### src/rtl/pow_iter.sv
// Sequential base^exp by LSB-first square-and-multiply; N = max(1, bit length of exp) BUSY cycles, result registered after.
// Accepts only in IDLE (ready_o); result and overflow flag held in DONE until yumi_i, then back to IDLE.
module pow_iter #(
    parameter int width_p     = 32,
    parameter int exp_width_p = 32
) (
    input  logic                   clk_i,
    input  logic                   reset_i,
    input  logic [width_p-1:0]     base_i,
    input  logic [exp_width_p-1:0] exp_i,
    input  logic                   v_i,
    output logic                   ready_o,
    output logic [width_p-1:0]     data_o,
    output logic                   overflow_o,
    output logic                   v_o,
    input  logic                   yumi_i
);

    typedef enum logic [1:0] {
        S_IDLE = 2'd0,
        S_BUSY = 2'd1,
        S_DONE = 2'd2
    } state_t;

    state_t                   r_state;
    logic [width_p-1:0]       r_acc;
    logic [width_p-1:0]       r_b;
    logic [exp_width_p-1:0]   r_e;
    logic                     r_b_ovf;
    logic                     r_ovf;
    logic                     r_ready;
    logic                     r_v;

    logic [2*width_p-1:0]     w_acc_prod;
    logic [2*width_p-1:0]     w_b_sq;
    logic [exp_width_p-1:0]   w_e_next;
    logic                     w_acc_hi;
    logic                     w_b_hi;

    assign w_acc_prod = {{width_p{1'b0}}, r_acc} * {{width_p{1'b0}}, r_b};
    assign w_b_sq     = {{width_p{1'b0}}, r_b} * {{width_p{1'b0}}, r_b};
    assign w_e_next   = r_e >> 1;
    assign w_acc_hi   = |w_acc_prod[2*width_p-1:width_p];
    assign w_b_hi     = |w_b_sq[2*width_p-1:width_p];

    always_ff @(posedge clk_i) begin
        if (reset_i) begin
            r_state <= S_IDLE;
            r_acc   <= '0;
            r_b     <= '0;
            r_e     <= '0;
            r_b_ovf <= 1'b0;
            r_ovf   <= 1'b0;
            r_ready <= 1'b1;
            r_v     <= 1'b0;
        end else begin
            case (r_state)
                S_IDLE: begin
                    if (v_i) begin
                        r_acc   <= width_p'(1);
                        r_b     <= base_i;
                        r_e     <= exp_i;
                        r_b_ovf <= 1'b0;
                        r_ovf   <= 1'b0;
                        r_ready <= 1'b0;
                        r_state <= S_BUSY;
                    end
                end
                S_BUSY: begin
                    // A lost squaring only matters once the square is actually multiplied in.
                    if (r_e[0]) begin
                        r_acc <= w_acc_prod[width_p-1:0];
                        r_ovf <= r_ovf | w_acc_hi | r_b_ovf;
                    end
                    r_b     <= w_b_sq[width_p-1:0];
                    r_b_ovf <= r_b_ovf | w_b_hi;
                    r_e     <= w_e_next;
                    if (w_e_next == '0) begin
                        r_v     <= 1'b1;
                        r_state <= S_DONE;
                    end
                end
                S_DONE: begin
                    if (yumi_i) begin
                        r_v     <= 1'b0;
                        r_ready <= 1'b1;
                        r_state <= S_IDLE;
                    end
                end
                default: begin
                    r_v     <= 1'b0;
                    r_ready <= 1'b1;
                    r_state <= S_IDLE;
                end
            endcase
        end
    end

    assign ready_o    = r_ready;
    assign v_o        = r_v;
    assign data_o     = r_acc;
    assign overflow_o = r_ovf;

endmodule

### config.mk
export PLATFORM = sky130hd
export DESIGN_NAME = pow_iter
export DESIGN_NICKNAME = d
export VERILOG_FILES = /design/src/rtl/pow_iter.sv
export SDC_FILE = /design/constraint.sdc
export NUM_CORES = 2
export LEC_CHECK = 0
export ABC_AREA = 1
export CAP_MARGIN = 20
export CORE_MARGIN = 2
export CORE_UTILIZATION = 55
export CTS_CLUSTER_DIAMETER = 200
export DETAILED_ROUTE_END_ITERATION = 7
export GPL_TIMING_DRIVEN = 0
export PLACE_DENSITY = 0.73
export SLEW_MARGIN = 5
export SYNTH_ARGS = -nofsm -noshare
export SYNTH_HDL_FRONTEND = slang
export SYNTH_SLANG_ARGS = --single-unit
### constraint.sdc
create_clock -name clk_i -period 10.8 [get_ports clk_i]
set_input_delay 2.16 -clock clk_i [delete_from_list [all_inputs] [get_ports clk_i]]
set_output_delay 2.16 -clock clk_i [all_outputs]
set_load 0.005 [all_outputs]
==> flow_summary_export.csv <==
group,metric,value,unit
status,status,"finished, violations left",
status,violations,"design-rule violations",
synthesis,yosysSeqAreaShare,0.02897,
place,port-buffer-count,102,
drt,post_drt_wl_per_cell,24.94,um
synthesis,syn_inst,9213,
floorplanning,ios,103,
cells_and_area,fillers,11880,
setup_path,setup.worst_path.start_class,"flip-flop",
floorplanning,fp.dieH,362.0,um
cells_and_area,drive_above_1_share,0.02731,
drt,route.detailed.drc,2,
clock_tree,cts.clk_slew.worst_paths,0.12,ns
clock_tree,cts_tree,"yes",
hold_path,holdPathEnd,"r_e[24]$_SDFFE_PP0P_",
synthesis,syn-num-nets,11520,
timing,relSlewSlack,0.07178,
timing,skew,0.03695,ns
synthesis,synthTopCellsByCount,"inv_1, nand2_1, fa_1",
timing,tightest_slew,1.392,ns
global_routing,grt_pass1_vias,62800,
setup_path,worst_ep_required_time,11.19,ns
timing,finalHoldViolCount,0,
flow_run,cap_violations,0,
drt,drt_iter0_markers,7517,
synthesis,yosys_warnings,0,
setup_path,rr_endpoint,"r_b_ovf$_SDFFE_PP0P_",
drt,drt_pass1_iterations,8,
clock_tree,cts_sinks,102,
timing,period_share,0.9546,
drt,dr_wl_met2,113.2,mm
global_routing,antenna_found_initial,23,
floorplanning,start_util,0.5535,
clock_tree,cts_root_buffer,"clkbuf_16",
setup_path,arrival,10.70,ns
timing,finalSetupViolCount,0,
floorplanning,fp-row-count,131,
synthesis,yosys.area.top_type,"fa_1",
timing,maxSlewViolCount,0,
cells_and_area,multi_input_area,56030,um^2
setup_path,cp_slowest_stage_delay,0.89,ns
cells_and_area,final_cell_area,75090,um^2
clock_tree,cts_hold_buf,0,
drt,drt-met1-wl,101.8,mm
clock_tree,htreeDepth,3,
setup_path,r2r_cells,31,
setup_path,cp_common_cell,"fa_1",
global_routing,grt_max_degree,22,
synthesis,synthesis.area,70500,um^2
setup_path,crit_path_end_kind,"flip-flop",
synthesis,synth_cell_type_count,50,
clock_tree,numCtsBuffers,9,
drt,route.vias.total,61500,
floorplanning,coreArea,127400,um^2
global_routing,overflow,0,
drt,wl_met3,41.41,mm
synthesis,synth-edff-count,0,
drt,ant_nets,0,
timing,fmax,0.09700,GHz
setup_path,cp_slowest_cell,"clkbuf_1",
place,dp.cells,11040,
timing,whs,0.4746,ns
hold_path,min_from,"r_e[24]$_SDFFE_PP0P_",
synthesis,yosys_most_used_dff,"dfxtp_1",
timing,period_needed,10.31,ns
setup_path,rrSetupSlack,0.49,ns
hold_path,hold_class,"reg -> reg",
clock_tree,clk_latency,0.48,ns
cells_and_area,nNetsFinal,11720,
cells_and_area,regArea,2042,um^2
synthesis,synth_top_cell_area_share,0.4867,
place,dp_hpwl,238.1,mm
drt,top_layer,"met5",
hold_path,min_path_cells,2,
setup_path,worst-setup-path-type,"reg -> reg",
synthesis,avgSynthCellArea,7.652,um^2
place,gp_congestion,1.123,
drt,viasPerCell,5.547,
power_and_ir_drop,leakage,41.55,nW
cells_and_area,syn2layout_area_growth,6.521,%
setup_path,worstReg2RegStart,"r_b[19]$_SDFFE_PP0P_",
synthesis,synthArstFlopShare,0,
power_and_ir_drop,powerDensity,95.00,nW/um^2
power_and_ir_drop,ir_drop,185.6,uV
timing,rsz0062_at_grt,"no",
timing,setup_tns,0,ns
clock_tree,ctsResizeCount,0,
place,dpl_cell_area,74490,um^2
cells_and_area,fin_cells,11090,
synthesis,ys_top_cells_by_area,"fa_1, inv_1, nand2_1",
synthesis,synth.most_common_cell,"inv_1",
floorplanning,die_w,362.0,um
floorplanning,dieArea,131100,um^2
drt,routed_wl,276.5,mm
global_routing,track_usage,0.4322,
clock_tree,postCtsSetupBuffers,0,
clock_tree,clockBufferDepth,2,
synthesis,yosys_register_bits,102,
global_routing,grt_pass1_wl,405.1,mm
setup_path,crit_fanout,10,
[where the power goes]
group | switching, mW | leakage [nW] | internal, mW
clock | 0.244 | 0.149 | 0.166
sequential | 0.0356 | 0.834 | 0.405
combinational | 4.25 | 40.6 | 2.03
total | 4.53 | 41.5 | 2.60
[registers in the layout, summed over array words and instances, names as in the netlist]
signal,cells
data_o,32
overflow_o,1
r_b,32
r_b_ovf,1
r_e,32
r_state,2
ready_o,1
v_o,1
[area by class of cell]
cell class	instances	area share
inverters	2916	0.1458
plain buffers	391	0.01993
flip-flops and latches	102	0.02719
clock buffers	9	0.002999
multi-input cells	5804	0.7462
well taps	1662	0.02769
clock inverters	7	0.001050
diodes	14	0.0004665
repair buffers	181	0.02874
[kinds of logic after synthesis]
kind of cell	count (synthesis)	share of synthesized area
buf+inv	3307	0.1762
simple gates	3102	0.1748
fa+ha+maj	2242	0.5805
compound gates	416	0.03410
flops	102	0.02897
xor+xnor	44	0.005467
[per-stage QoR]
stage          power [mW]  worst slack (ns)    util
2_1_floorplan       4.249             3.839       -
3_3_place_gp        6.310            0.6764  0.5779
3_5_place_dp        6.458            0.8711  0.5849
4_1_cts             6.910            0.7989  0.5873
5_1_grt             7.646            0.4710  0.5893
6_report            7.134            0.4908  0.5896
[placed cells by master, fill, tap and decap left out, types with 9 or more instances in the layout]
cell,netlist,final
a21o_1,10,10
clkbuf_16,0,9
inv_1,2881,2881
clkdlybuf4s50_1,0,102
diode_2,0,14
buf_2,7,19
a21boi_0,18,18
xor2_1,31,31
inv_2,34,34
xnor2_1,13,13
ha_1,528,528
a21oi_1,194,194
nand2_1,2478,2478
buf_6,0,23
a221oi_1,13,13
dfxtp_1,102,102
nand3_1,128,128
nor3_1,19,19
o21bai_1,13,13
fa_1,1714,1714
o21ai_0,105,105
or2_2,14,14
o21ai_1,17,17
buf_1,148,136
clkbuf_1,236,232
nand4_1,33,33
o221ai_1,14,14
buf_8,0,53
nor2_1,336,336
nand2_2,20,20
nor2_2,30,30
[routing by layer]
layer	vias to the layer above	global-route usage
li1	26120	-
met1	30290	0.5632
met2	4108	0.6160
met3	954	0.1680
met4	24	0.2365
met5	-	0.01739
[critical path, delay by kind of cell (launching register included)]
family,cells,cell delay (ns)
AOI/OAI and AO/OA,3,1.29
adders and majority gates,9,4.55
buffers and inverters,7,2.06
DFF,1,0.52
and+or+nand+nor,12,1.80
[how the worst max path moves through the flow]
stage                     depth (start not counted)                      end                  from
final                                            31     r_b_ovf$_SDFFE_PP0P_  r_b[19]$_SDFFE_PP0P_
after global routing                             28  overflow_o$_SDFFE_PP0P_  r_b[19]$_SDFFE_PP0P_
after CTS                                        30  overflow_o$_SDFFE_PP0P_  r_b[10]$_SDFFE_PP0P_
after detailed placement                         30  overflow_o$_SDFFE_PP0P_  r_b[10]$_SDFFE_PP0P_
after global placement                           30  overflow_o$_SDFFE_PP0P_   r_b[9]$_SDFFE_PP0P_
after floorplan                                  35     r_b_ovf$_SDFFE_PP0P_  r_b[14]$_SDFFE_PP0P_
Power figures use the tool's default switching activity.
